## src/rtl/memory_address_unit.sv

```systemverilog
// memory_address_unit: memory address register with parallel load, stride
// increment/decrement and an autonomous strided burst that presents each
// address to the memory side over a valid/ready handshake.
// Optional feature macro: MAU_BOUNDS_CHECK_EN adds a limit input and a sticky
// fault output that flags any step result above limit or any wrapping step.
module memory_address_unit #(
  parameter int ADDR_WIDTH   = 8,
  parameter int STRIDE_WIDTH = 4,
  parameter int BURST_WIDTH  = 4
) (
  input  logic                    clk,
  input  logic                    reset,
  input  logic                    load,
  input  logic [ADDR_WIDTH-1:0]   address_in,
  input  logic                    inc,
  input  logic                    dec,
  input  logic [STRIDE_WIDTH-1:0] stride,
  input  logic                    burst_start,
  input  logic [BURST_WIDTH-1:0]  burst_len,
  input  logic                    addr_ready,
`ifdef MAU_BOUNDS_CHECK_EN
  input  logic [ADDR_WIDTH-1:0]   limit,
  output logic                    fault,
`endif
  output logic [ADDR_WIDTH-1:0]   address_out,
  output logic                    addr_valid,
  output logic                    busy,
  output logic                    burst_done
);

  localparam logic [0:0] IDLE  = 1'b0;
  localparam logic [0:0] BURST = 1'b1;

  logic [0:0]              state_reg, state_next;
  logic [ADDR_WIDTH-1:0]   address_reg, address_next;
  logic [BURST_WIDTH-1:0]  remaining_reg, remaining_next;
  logic [STRIDE_WIDTH-1:0] stride_reg, stride_next;
  logic                    done_reg, done_next;

  // During a burst the latched stride is used so live stride changes are ignored.
  logic [STRIDE_WIDTH-1:0] step_src;
  logic [ADDR_WIDTH-1:0]   step_ext;
  logic [ADDR_WIDTH-1:0]   sum_val;
  logic [ADDR_WIDTH-1:0]   diff_val;
  logic                    step_up;
  logic                    step_down;

  assign step_src = (state_reg == BURST) ? stride_reg : stride;
  assign step_ext = ADDR_WIDTH'(step_src);
  assign sum_val  = address_reg + step_ext;
  assign diff_val = address_reg - step_ext;

  // Next-state decode: IDLE commands by priority, BURST advances on handshake.
  always_comb begin
    state_next     = state_reg;
    address_next   = address_reg;
    remaining_next = remaining_reg;
    stride_next    = stride_reg;
    done_next      = 1'b0;
    step_up        = 1'b0;
    step_down      = 1'b0;
    case (state_reg)
      IDLE: begin
        if (load) begin
          address_next = address_in;
        end else if (burst_start && (burst_len != '0)) begin
          state_next     = BURST;
          remaining_next = burst_len;
          stride_next    = stride;
        end else if (inc && !dec) begin
          address_next = sum_val;
          step_up      = 1'b1;
        end else if (dec && !inc) begin
          address_next = diff_val;
          step_down    = 1'b1;
        end
      end
      BURST: begin
        if (addr_ready) begin
          address_next   = sum_val;
          step_up        = 1'b1;
          remaining_next = remaining_reg - 1'b1;
          if (remaining_reg == BURST_WIDTH'(1)) begin
            state_next = IDLE;
            done_next  = 1'b1;
          end
        end
      end
      default: state_next = IDLE;
    endcase
  end

  // Architectural state; reset aborts any burst without a completion pulse.
  always_ff @(posedge clk or negedge reset) begin
    if (!reset) begin
      state_reg     <= IDLE;
      address_reg   <= '0;
      remaining_reg <= '0;
      stride_reg    <= '0;
      done_reg      <= 1'b0;
    end else begin
      state_reg     <= state_next;
      address_reg   <= address_next;
      remaining_reg <= remaining_next;
      stride_reg    <= stride_next;
      done_reg      <= done_next;
    end
  end

`ifdef MAU_BOUNDS_CHECK_EN
  logic fault_reg, fault_next;
  logic carry_out, borrow_out;

  // Unsigned wrap detection without widening: an add wrapped if the result
  // dropped below the old address; a subtract borrowed if stride > address.
  assign carry_out  = (sum_val < address_reg);
  assign borrow_out = (address_reg < step_ext);

  // Sticky fault: cleared by a load, set by any out-of-range or wrapping step.
  always_comb begin
    fault_next = fault_reg;
    if ((state_reg == IDLE) && load) begin
      fault_next = 1'b0;
    end else if (step_up && (carry_out || (sum_val > limit))) begin
      fault_next = 1'b1;
    end else if (step_down && (borrow_out || (diff_val > limit))) begin
      fault_next = 1'b1;
    end
  end

  // Fault flag register.
  always_ff @(posedge clk or negedge reset) begin
    if (!reset) fault_reg <= 1'b0;
    else        fault_reg <= fault_next;
  end

  assign fault = fault_reg;
`endif

  assign address_out = address_reg;
  assign addr_valid  = (state_reg == BURST);
  assign busy        = (state_reg == BURST);
  assign burst_done  = done_reg;

endmodule

```

## config.mk

```make
export PLATFORM = sky130hd
export DESIGN_NAME = memory_address_unit
export DESIGN_NICKNAME = d
export VERILOG_FILES = /design/src/rtl/memory_address_unit.sv
export SDC_FILE = /design/constraint.sdc
export NUM_CORES = 1
export LEC_CHECK = 0
export CORE_UTILIZATION = 51
export DETAILED_ROUTE_END_ITERATION = 10
export PLACE_DENSITY = 0.87
export SLEW_MARGIN = 20
export SYNTH_ARGS = -nofsm -noshare
export SYNTH_HDL_FRONTEND = slang
export SYNTH_SLANG_ARGS = --single-unit
```

## constraint.sdc

```tcl
create_clock -name clk -period 3 [get_ports clk]
set_input_delay 0.45 -clock clk [delete_from_list [all_inputs] [get_ports clk]]
set_output_delay 0.45 -clock clk [all_outputs]
set_load 0.01 [all_outputs]
```

; ---- Word level (Yosys, flattened, before mapping)
; Cells that the tools add are included.
[classes]
n_reduce_logical = 9
n_eq_ne = 6
n_mux = 19
addsub = 3
bitwise_logic = 2
[ops]
columns = operator, n
row1 = 8-bit 2-to-1 mux, 5
row2 = 4-bit 2-to-1 mux, 4
row3 = 8-bit case mux with 2 select lines, 1
row4 = 3-bit AND reduction, 3
row5 = 8-bit by 4-bit adder with 8-bit output, 1
row6 = 4-bit case mux with 2 select lines, 1
row7 = 8-bit by 4-bit subtractor with 8-bit output, 1
row8 = 1-bit 2-to-1 mux, 7
row9 = "2-bit inequality test, second input constant", 3
row10 = "4-bit by 1-bit equality test with 1-bit output, second input constant", 1
row11 = "4-bit inequality test, second input constant", 1
row12 = 4-bit nonzero test, 1
row13 = "4-bit by 1-bit subtractor with 4-bit output, second input constant", 1
row14 = 1-bit logical AND, 3
row15 = "3-bit inequality test, second input constant", 1
row16 = 1-bit logical NOT, 2
row17 = 1-bit NOT, 2
row18 = 1-bit case mux with 2 select lines, 1
[word_totals]
reg_bits = 18
out_inout_bits = 11
elab_cells = 44
in_bits = 23

; ---- Logic depth before layout (Yosys ltp)
[depth]
ltp_word = 7
mapped_depth = 12
ltp_nobuf = 10

; ---- Worst setup path before layout
; No wires, ideal clock.
[synth_path]
kind = flip-flop to flip-flop
from = register state_reg, in the netlist addr_valid
to = register address_reg[7], in the netlist address_out[7]
path_stages_with_launch = 11
arrival_ns = 2.707
path_buffers = 2
path_slack_ns = 0.169
required_ns = 2.876
setup_time_ns = 0.124
cell_sequence = dfrtp_1 > buf_2 > buf_1 > mux2i_1 > ha_1 > nand2b_1 > a221oi_2 > o21ai_1 > xor2_1 > a211oi_1 > a211o_1
[synth_via]
elab_chain_cells = 7
[synth_rtl]
columns = element, line_no
row1 = start: declaration, 34  ; logic [0:0] state_reg, state_next;
row2 = start signal: assignment, 102  ; state_reg <= state_next;
row3 = 4-bit 2-to-1 mux, 48  ; assign step_src = (state_reg == BURST) ? stride_reg : stride;
row4 = 8-bit by 4-bit subtractor with 8-bit output, 51  ; assign diff_val = address_reg - step_ext;
row5 = 8-bit 2-to-1 mux, 73  ; end else if (dec && !inc) begin
row6 = 8-bit 2-to-1 mux, 70  ; end else if (inc && !dec) begin
row7 = 8-bit 2-to-1 mux, 66  ; end else if (burst_start && (burst_len != '0)) begin
row8 = 8-bit 2-to-1 mux, 64  ; if (load) begin
row9 = 8-bit case mux with 2 select lines, 62  ; case (state_reg)
row10 = end signal: assignment, 103  ; address_reg <= address_next;
row11 = end: declaration, 35  ; logic [ADDR_WIDTH-1:0] address_reg, address_next;
; Parallel ways exist; a longest one is shown, timed or not. The select of a mux whose other input is x is not followed.
; A chain may end at the register's enable or synchronous reset.

; ---- Final worst setup path
[layout_path]
from = input port stride[0]
to = register address_reg[6], in the netlist address_out[6]
[layout_via]
elab_chain_cells = 7
[layout_rtl]
columns = element, line_no
row1 = start: declaration, 17  ; input logic [STRIDE_WIDTH-1:0] stride,
row2 = 4-bit 2-to-1 mux (*), 48
row3 = 8-bit by 4-bit subtractor with 8-bit output, 51
row4 = 8-bit 2-to-1 mux, 73
row5 = 8-bit 2-to-1 mux, 70
row6 = 8-bit 2-to-1 mux, 66
row7 = 8-bit 2-to-1 mux, 64
row8 = 8-bit case mux with 2 select lines (*), 62
; Mark *: on every way between the ends. The rest lies on a longest branch, timed or not. The select of a mux whose other input is x is not followed.

==> flow_metrics.tcl <==
set metrics [dict create \
    finalWirelength_um 3710 \
    finalInstanceArea_um2 1930 \
    power.static_leakage_nw 0.827 \
    dr_total_vias 1482 \
    worstPathRequired_ns 3.20 \
    die_area_um2 3260 \
    placedInstanceArea_um2 1890 \
    finalWorstSetupSlack_ns 0.581 \
    pre_cts_setup_slack_ns 0.302 \
    drtIter0Drc 68 \
    ctsHoldBuffers 0 \
    drv_cap 0 \
    num_antenna_cells 0 \
    place_hpwl_um 2810 \
    cts_tree "done" \
    routabilityCongestion 0.886 \
    num-fill-cells 225 \
    synth_ff_type "dfrtp_1" \
    critPathMaxStageDelay_ns 0.47 \
    num_rows 19 \
    max-vdd-ir-drop_uv 707 \
    hold_viol_final 0 \
    cts_root_buf "clkbuf_4" \
    track_usage_pct 24.9 \
    timing.critical_path.arrival_ns 2.62 \
    insertion_delay_ns 0.32 \
    initial_core_util_pct 54.8 \
    slew_violations 0 \
    max_freq_mhz 413 \
    synthesis.area_per_instance_um2 8.76 \
    cts-buffers-inserted 3 \
    critical_path.max_fanout 3 \
    ys_seq_area_share_pct 29.1 \
    ctsHtreeMaxLevel 1 \
    postCtsResizedCells 0 \
    netlist-cell-type-count 44 \
    violated_checks "DRC" \
    timing.max_slew.rel_slack_pct 42.3 \
    endpoint_kind "register" \
    critical_path.n_buffers_inverters 2 \
    layout-drive-gt1-share_pct 9.52 \
    largest_reg_flops 8 \
    cpLargestDelayFamily "adder cells" \
    run_status "complete, but fails checks" \
    post_synthesis_cell_area_um2 1550 \
    synth-async-reset-ratio_pct 100 \
    setup_viol_count_final 0 \
    clock-skew-final_ns 0.0180 \
    cts_num_sinks 18 \
    critPathKind "in -> reg" \
    detail_route.vias_per_cell 6.15 \
    post-cts-setup-buffers 0 \
    ctsLongestPathBuffers 2 \
    power_per_cell_area_nw_per_um2 1080 \
    grt_first_pass_wirelength_um 6220 \
    gr-total-overflow 0 \
    worstMarginPinSlew_ns 0.863 \
    grt_pass1_vias 1441 \
    netlist_instances 177 \
    setup.worst_path.start_class "primary input" \
    timing.critical_path.cells "clkdlybuf4s50_1 > mux2_2 > ha_1 > inv_1 > fa_1 > a21oi_1 > nor2_1 > nor4_1 > o21ai_0 > o21ai_0 > o21ai_1" \
    die-width_um 57.1 \
    dr.pass1.iters 7 \
    design.portCount 34 \
    remaining_drc_errors 4 \
    syn_to_final_growth_pct 24.3 \
    cpMostUsedCell "o21ai_0" \
    cpMaxStageDelayCell "clkdlybuf4s50_1" \
    floorplan.die.height_um 57.1 \
    avgRoutedWirePerCell_um 15.4 \
    final.min_clock_period_ns 2.42 \
    synth_fp_nets 214 \
    ys_ff_latch 18 \
    clk_pin_slew_ns 0.13 \
    grt_setup_unrepaired "false" \
    port_buffers 33 \
    antenna_violations_before_repair 0 \
    num-nets-final 248 \
    finalCritPeriodShare_pct 80.6 \
    hp-class "reg -> reg" \
    grt_start_max_net_pins 19 \
    synth_enable_flop_cells 0 \
    synth.yosys.warnings 0 \
    setup_tns_ns 0 \
    floorplan.core_area_um2 2830 \
    final_antenna_net_count 0 \
]
-- final cells by class --
class	instances	area, µm²	area share [%]
tap	31	38.8	2.01
timing repair buffer	35	345	17.9
inverter	15	56.3	2.92
sequential	18	450	23.4
clock buffer	4	36.3	1.88
multi-input combinational	138	1000	51.9
-- per-stage QoR --
| stage | util, % | power [W] | hold WS (ns) | cells |
|---|---|---|---|---|
| 2_1_floorplan | - | 0.00152 | 0.154 | 177 |
| 3_3_place_gp | 66.8 | 0.00185 | 0.485 | 237 |
| 3_5_place_dp | 66.8 | 0.00190 | 0.494 | 237 |
| 4_1_cts | 68.1 | 0.00208 | 0.519 | 241 |
| 5_1_grt | 68.1 | 0.00226 | 0.544 | 241 |
| 6_report | 68.1 | 0.00208 | 0.514 | 241 |
-- path summary, 6_finish.rpt --
| kind | from | cells past startpoint | slack, ns | endpoint |
|---|---|---|---|---|
| max | stride[0] | 11 | 0.58 | address_out[6] |
| min | stride_reg[0] | 1 | 0.51 | stride_reg[0] |
| max reg2reg | addr_valid | 10 | 0.59 | address_out[6] |
| min reg2reg | stride_reg[0] | 1 | 0.51 | stride_reg[0] |
| max in group asynchronous | reset | 1 | 1.84 | remaining_reg[2] |
| min in group asynchronous | reset | 1 | 0.60 | address_out[3] |
-- cells in the mapped netlist, types with 3 or more instances --
library cell,n,share of area [%]
a211oi_1,3,1.5
a21oi_1,14,4.5
a221oi_2,3,2.9
a31oi_1,3,1.2
dfrtp_1,18,29
ha_1,12,9.7
inv_1,15,3.6
mux2_2,5,3.6
mux2i_1,6,3.9
nand2_1,14,3.4
nand2b_1,3,1.2
nor2_1,14,3.4
nor2b_1,3,1.2
nor3_1,6,1.9
nor4_1,3,1.2
o21ai_0,7,2.3
o21ai_1,6,1.9
xnor2_1,6,3.4
-- kinds of logic after synthesis --
family	Yosys count	share of synthesized area (%)
multiplexers	11	7.51
buffers and inverters	21	6.46
AND/OR/NAND/NOR	53	17.0
AO/OA/AOI/OAI	52	23.2
adder cells (fa/ha/maj)	14	12.3
XOR/XNOR	8	4.52
flip-flops	18	29.1
-- layout by cell type (no fill, tap or decap), types with 2 or more instances in the layout --
| cell type | n |
|---|---|
| a221oi_2 | 3 |
| mux2i_1 | 6 |
| o21ai_1 | 6 |
| o21ai_0 | 7 |
| xnor2_1 | 6 |
| a31oi_1 | 3 |
| mux2_2 | 5 |
| nand2b_1 | 3 |
| inv_1 | 15 |
| fa_1 | 2 |
| nor2_1 | 14 |
| nor2_2 | 2 |
| and2_1 | 2 |
| a21oi_1 | 14 |
| nor2b_1 | 3 |
| a211oi_1 | 3 |
| ha_1 | 12 |
| o211ai_1 | 2 |
| xor2_1 | 2 |
| nand2_1 | 14 |
| o22ai_1 | 2 |
| buf_4 | 2 |
| nor4_1 | 3 |
| and3_1 | 2 |
| dfrtp_1 | 18 |
| nor3_1 | 6 |
| clkbuf_4 | 3 |
| clkdlybuf4s50_1 | 33 |
| o21ai_2 | 2 |
-- worst reg2reg max path: stages (launching register included) --
cell and delay [ns]:
dfrtp_1 0.48, mux2_2 0.27, ha_1 0.19, inv_1 0.06
fa_1 0.40, a21oi_1 0.14, nor2_1 0.08, nor4_1 0.30
o21ai_0 0.13, o21ai_0 0.15, o21ai_1 0.08
-- report_power, final --
group	switching [W]	internal [W]
combinational	0.000741	0.000681
clock	0.0000882	0.0000742
sequential	0.000141	0.000356
total	0.000970	0.00111
-- routing by layer --
layer	GRT usage, %	part of all wire [%]	wire length [µm]	vias to the layer above
met3	4.31	6.1	225	11
met5	0	0	0	-
li1	-	-	-	697
met1	31.6	43	1590	706
met4	11.8	2.5	92	0
met2	41.2	49	1800	68
(Power assumes the default switching activity.)
